<file path="src/rtl/sdram_addr_traversal_ring.sv">
// Circular-buffer address generator over the SDRAM word space: write/read pointers,
// occupancy, overwrite-oldest, replay rewind and bank/row/column address split.
module sdram_addr_traversal_ring #(
    parameter int BA_W        = 2,
    parameter int ROW_W       = 13,
    parameter int COL_W       = 9,
    parameter int ORDER       = 0,
    parameter int REPLAY_W    = 5,
    parameter int REPLAY_STEP = 512
) (
    input  logic                         CLK_48MHZ,
    input  logic                         RESET,
    input  logic                         WR_ADV,
    input  logic                         RD_NEXT,
    input  logic                         REPLAY_REQ,
    input  logic [REPLAY_W-1:0]          REPLAY,
    output logic [BA_W-1:0]              BA_WRITE_OUT,
    output logic [ROW_W-1:0]             ROW_WRITE_OUT,
    output logic [COL_W-1:0]             COL_WRITE_OUT,
    output logic [BA_W-1:0]              BA_READ_OUT,
    output logic [ROW_W-1:0]             ROW_READ_OUT,
    output logic [COL_W-1:0]             COL_READ_OUT,
    output logic [BA_W+ROW_W+COL_W:0]    LEVEL,
    output logic                         EMPTY,
    output logic                         FULL,
    output logic                         OVERRUN,
    output logic                         RD_UNDERFLOW
);
    localparam int AW = BA_W + ROW_W + COL_W;
    localparam int RW = AW + REPLAY_W + 1;
    localparam logic [AW:0]   DEPTH   = {1'b1, {AW{1'b0}}};
    localparam logic [AW-1:0] PTR_ONE = {{(AW-1){1'b0}}, 1'b1};
    localparam logic [AW:0]   LVL_ONE = {{AW{1'b0}}, 1'b1};

    logic [AW-1:0] wr_ptr_reg, wr_ptr_next;
    logic [AW-1:0] rd_ptr_reg, rd_ptr_next;
    logic [AW:0]   level_reg, level_next;
    logic [AW:0]   hist_reg, hist_next;
    logic          empty_reg, full_reg;
    logic          overrun_reg, overrun_next;
    logic          underflow_reg, underflow_next;

    logic [RW-1:0] replay_req_words;
    logic [RW-1:0] replay_avail;
    logic [RW-1:0] replay_amt;
    logic [AW-1:0] rd_after_replay, rd_after_read;
    logic [AW:0]   level_after_replay, level_after_read;

    always_comb begin
        replay_req_words   = RW'(REPLAY) * RW'(REPLAY_STEP);
        // Only words still held in memory but already read may be re-exposed.
        replay_avail       = RW'(hist_reg - level_reg);
        replay_amt         = (replay_req_words < replay_avail) ? replay_req_words : replay_avail;

        rd_after_replay    = rd_ptr_reg;
        level_after_replay = level_reg;
        if (REPLAY_REQ) begin
            rd_after_replay    = rd_ptr_reg - replay_amt[AW-1:0];
            level_after_replay = level_reg + replay_amt[AW:0];
        end

        rd_after_read    = rd_after_replay;
        level_after_read = level_after_replay;
        underflow_next   = 1'b0;
        if (RD_NEXT && !REPLAY_REQ) begin
            if (level_after_replay == '0) begin
                underflow_next = 1'b1;
            end else begin
                rd_after_read    = rd_after_replay + PTR_ONE;
                level_after_read = level_after_replay - LVL_ONE;
            end
        end

        wr_ptr_next  = wr_ptr_reg;
        rd_ptr_next  = rd_after_read;
        level_next   = level_after_read;
        hist_next    = hist_reg;
        overrun_next = overrun_reg;
        if (WR_ADV) begin
            wr_ptr_next = wr_ptr_reg + PTR_ONE;
            hist_next   = (hist_reg == DEPTH) ? hist_reg : hist_reg + LVL_ONE;
            if (level_after_read == DEPTH) begin
                rd_ptr_next  = rd_after_read + PTR_ONE;
                overrun_next = 1'b1;
            end else begin
                level_next = level_after_read + LVL_ONE;
            end
        end
    end

    always_ff @(posedge CLK_48MHZ) begin
        if (RESET) begin
            wr_ptr_reg    <= '0;
            rd_ptr_reg    <= '0;
            level_reg     <= '0;
            hist_reg      <= '0;
            empty_reg     <= 1'b1;
            full_reg      <= 1'b0;
            overrun_reg   <= 1'b0;
            underflow_reg <= 1'b0;
        end else begin
            wr_ptr_reg    <= wr_ptr_next;
            rd_ptr_reg    <= rd_ptr_next;
            level_reg     <= level_next;
            hist_reg      <= hist_next;
            empty_reg     <= (level_next == '0);
            full_reg      <= (level_next == DEPTH);
            overrun_reg   <= overrun_next;
            underflow_reg <= underflow_next;
        end
    end

    assign LEVEL        = level_reg;
    assign EMPTY        = empty_reg;
    assign FULL         = full_reg;
    assign OVERRUN      = overrun_reg;
    assign RD_UNDERFLOW = underflow_reg;

    generate
        if (ORDER == 0) begin : g_row_fastest
            assign BA_WRITE_OUT  = wr_ptr_reg[AW-1 -: BA_W];
            assign COL_WRITE_OUT = wr_ptr_reg[AW-BA_W-1 -: COL_W];
            assign ROW_WRITE_OUT = wr_ptr_reg[ROW_W-1:0];
            assign BA_READ_OUT   = rd_ptr_reg[AW-1 -: BA_W];
            assign COL_READ_OUT  = rd_ptr_reg[AW-BA_W-1 -: COL_W];
            assign ROW_READ_OUT  = rd_ptr_reg[ROW_W-1:0];
        end else begin : g_col_fastest
            assign BA_WRITE_OUT  = wr_ptr_reg[AW-1 -: BA_W];
            assign ROW_WRITE_OUT = wr_ptr_reg[AW-BA_W-1 -: ROW_W];
            assign COL_WRITE_OUT = wr_ptr_reg[COL_W-1:0];
            assign BA_READ_OUT   = rd_ptr_reg[AW-1 -: BA_W];
            assign ROW_READ_OUT  = rd_ptr_reg[AW-BA_W-1 -: ROW_W];
            assign COL_READ_OUT  = rd_ptr_reg[COL_W-1:0];
        end
    endgenerate

endmodule

</file>
<file path="config.mk">
export PLATFORM = sky130hd
export DESIGN_NAME = sdram_addr_traversal_ring
export DESIGN_NICKNAME = d
export VERILOG_FILES = /design/src/rtl/sdram_addr_traversal_ring.sv
export SDC_FILE = /design/constraint.sdc
export NUM_CORES = 1
export LEC_CHECK = 0
export ABC_AREA = 1
export CORE_ASPECT_RATIO = 2
export CORE_MARGIN = 5
export CORE_UTILIZATION = 60
export CTS_CLUSTER_SIZE = 24
export DETAILED_ROUTE_END_ITERATION = 16
export PLACE_DENSITY = 0.88
export SYNTH_ARGS = -nofsm -noshare
export SYNTH_HDL_FRONTEND = slang
export SYNTH_SLANG_ARGS = --single-unit
export TNS_END_PERCENT = 30
</file>
<file path="constraint.sdc">
create_clock -name CLK_48MHZ -period 8.7 [get_ports CLK_48MHZ]
set_clock_uncertainty 0.05 [all_clocks]
set_input_delay 1.305 -clock CLK_48MHZ [delete_from_list [all_inputs] [get_ports CLK_48MHZ]]
set_output_delay 1.305 -clock CLK_48MHZ [all_outputs]
set_load 0.02 [all_outputs]
</file>
==> impl_metrics.toml <==
[status]
status = "finished clean"

[place]
dpl.hpwl_um = 38400
placed_cells = 2556
portBuffers = 86
place_area_um2 = 13900
finalWeightedCongestion = 1.08

[worst_setup_path]
max_stage_delay_ns = 0.36
r2r-start = "hist_reg[0]"
critPathTopFamily = "simple AND/OR/NAND/NOR gates"
crit_type = "flip-flop to flip-flop"
crit_path_start_kind = "flip-flop"
critical_path.max_fanout = 7
ff2ff_path_depth = 60
cpMaxStageDelayCell = "ha_1"
cp-end-kind = "flip-flop"
arrival_ns = 8.53
reg2reg_to = "FULL"
path_buf_inv = 6
required_ns = 8.98
reg2reg_slack_ns = 0.44

[power_and_ir_drop]
power.leakage_nw = 7.02
vdd_drop_max_v = 0.000137
p_total_mw = 2.10
power_density_nw_per_um2 = 146

[clock_tree]
cts_buffers = 9
clockBufferDepth = 2
path_clk_slew_ns = 0.08
clkSinkCount = 102
hold_buffers = 0
cts_tree = "done"
htree_levels = 3
root_buffer = "clkbuf_16"
clk-insertion-delay-late_ns = 0.38

[synthesis]
synth_edf_count = 0
syn_area_um2 = 12500
async_flop_share = 0
synth_seq_area_share = 0.163
synth_cells = 2188
synth-seq-cells = 102
synth.avg_cell_area_um2 = 5.72
ys.flop_type = "dfxtp_1"
ys_types = 58
ys_warn_count = 0

[drt]
via_per_inst = 5.79
drtIter0Drc = 1329
vias = 14900
drc = 0
wl_um = 47100
detail_route.wl_per_cell_um = 18.2
ant_nets = 0
firstDrtPassIters = 7

[grt]
grt_use_total = 0.379
antenna_found_initial = 1
grt_pass1_wl_um = 72900
grt_pass1_vias = 14700
gr-total-overflow = 0
grt_max_degree = 58

[min_path]
holdPathEnd = "wr_ptr_reg[23]"
hold_class = "flip-flop to flip-flop"
whs_path_depth = 2
hold_start = "wr_ptr_reg[23]"

[layout]
num_antenna_cells = 0
layout-drive-gt1-share = 0.104
stdcell_area_um2 = 14400
final_common_cell = "nand2_1"
final_cell_mix = "nand2_1 (603), inv_1 (319), nor2_1 (258)"
final_cells = 2581
nFillCells = 1886
fin_nets = 2407
area_growth_syn_to_layout_pct = 15.3

[timing]
slew_violations = 0
relSlewSlack = 0.241
tightestPinTransition_ns = 1.13
finalHoldViolCount = 0
fmaxAchievable_mhz = 121
setup_viol = 0
rsz0062_at_grt = "true"
fin_crit_ns = 8.26
finalCritPeriodShare = 0.949

[flow_run]
drv_cap = 0

[floorplanning]
dieArea_um2 = 24000
die_h_um = 214
io_pins = 87
die_width_um = 112
core-area_um2 = 20500
placementRows = 74
initial_core_util = 0.611
==> worst reg2reg max path, delay by kind of cell, from the launching register on <==
kind	cells	cell delay (ns)
flops	1	0.34
compound gates	5	0.75
fa+ha+maj	5	1.33
xor+xnor	1	0.15
simple gates	43	5.12
buf+inv	6	0.48
==> layout make-up <==
cell class | instances | area [um^2] | share of cell area
well taps | 266 | 333 | 0.0231
repair buffers | 132 | 1210 | 0.0841
clock inverters | 7 | 78.8 | 0.00547
multi-input cells | 1716 | 9220 | 0.639
inverters | 349 | 1310 | 0.0909
clock buffers | 9 | 225 | 0.0156
flip-flops and latches | 102 | 2040 | 0.142
==> cells in the mapped netlist (all sizes together) (5+ instances only) <==
library cell / count / area share
ha: 84 / 0.084
o21ai: 88 / 0.036
o21a: 13 / 0.0078
nor4: 16 / 0.0080
nand4: 62 / 0.034
nor3b: 5 / 0.0030
buf: 20 / 0.010
nand3: 174 / 0.079
nand3b: 8 / 0.0048
or2: 9 / 0.0047
xnor2: 20 / 0.014
dfxtp: 102 / 0.16
clkbuf: 18 / 0.0054
a21boi: 8 / 0.0048
nor3: 40 / 0.017
a31oi: 11 / 0.0055
o21bai: 5 / 0.0030
xor2: 50 / 0.035
nand2: 648 / 0.20
nor2: 303 / 0.10
a21oi: 125 / 0.051
inv: 345 / 0.10
==> power by group <==
group	switching [mW]	total, mW	leakage [nW]	internal [mW]
logic	0.753	1.13	6.04	0.378
clock network	0.212	0.439	0.151	0.228
registers	0.0345	0.534	0.833	0.499
==> per-stage QoR <==
step | worst slack (ns) | util | hold WS (ns) | TNS [ns]
2_1_floorplan | 1.04 | - | 0.416 | 0
3_3_place_gp | 0.136 | 0.677 | 0.399 | 0
3_5_place_dp | -0.0449 | 0.677 | 0.409 | -0.0802
4_1_cts | 0.0181 | 0.692 | 0.421 | 0
5_1_grt | -0.0780 | 0.705 | 0.442 | -0.469
6_report | 0.443 | 0.705 | 0.418 | 0
==> repair_timing <==
| action | CTS | global route |
|---|---|---|
| endpoints found under the hold margin | 0 | 0 |
| buffers inserted | 0 | 9 |
| pin swaps | 0 | 5 |
| setup endpoints to repair | 2 | 43 |
| resized for setup | 2 | 54 |
==> how the worst max path moves through the flow <==
stage,slack (ns),end,depth (start not counted),from
3_3_place_gp,0.14,FULL,52,LEVEL[8]
3_5_place_dp,-0.04,FULL,52,LEVEL[8]
2_1_floorplan,1.04,rd_ptr_reg[18],57,LEVEL[0]
6_report,0.44,FULL,60,hist_reg[0]
5_1_grt,-0.08,rd_ptr_reg[17],61,hist_reg[0]
4_1_cts,0.02,FULL,58,LEVEL[8]
==> metal layers <==
metal	track usage	vias up	share of wire	routed length [um]
li1	-	7222	-	-
met1	0.331	6714	0.31	14600
met2	0.709	699	0.53	24800
met3	0.0655	298	0.056	2650
met4	0.342	2	0.11	5030
met5	0	-	0.00028	13
==> logic make-up after synthesis <==
logic type,synth area share
adder cells (fa/ha/maj),0.0888
multiplexers,0.000800
XOR/XNOR,0.0490
flip-flops,0.163
AND/OR/NAND/NOR,0.461
AO/OA/AOI/OAI,0.116
buffers and inverters,0.121
other,0.000600
No activity file was read; power rests on OpenSTA's default activity.
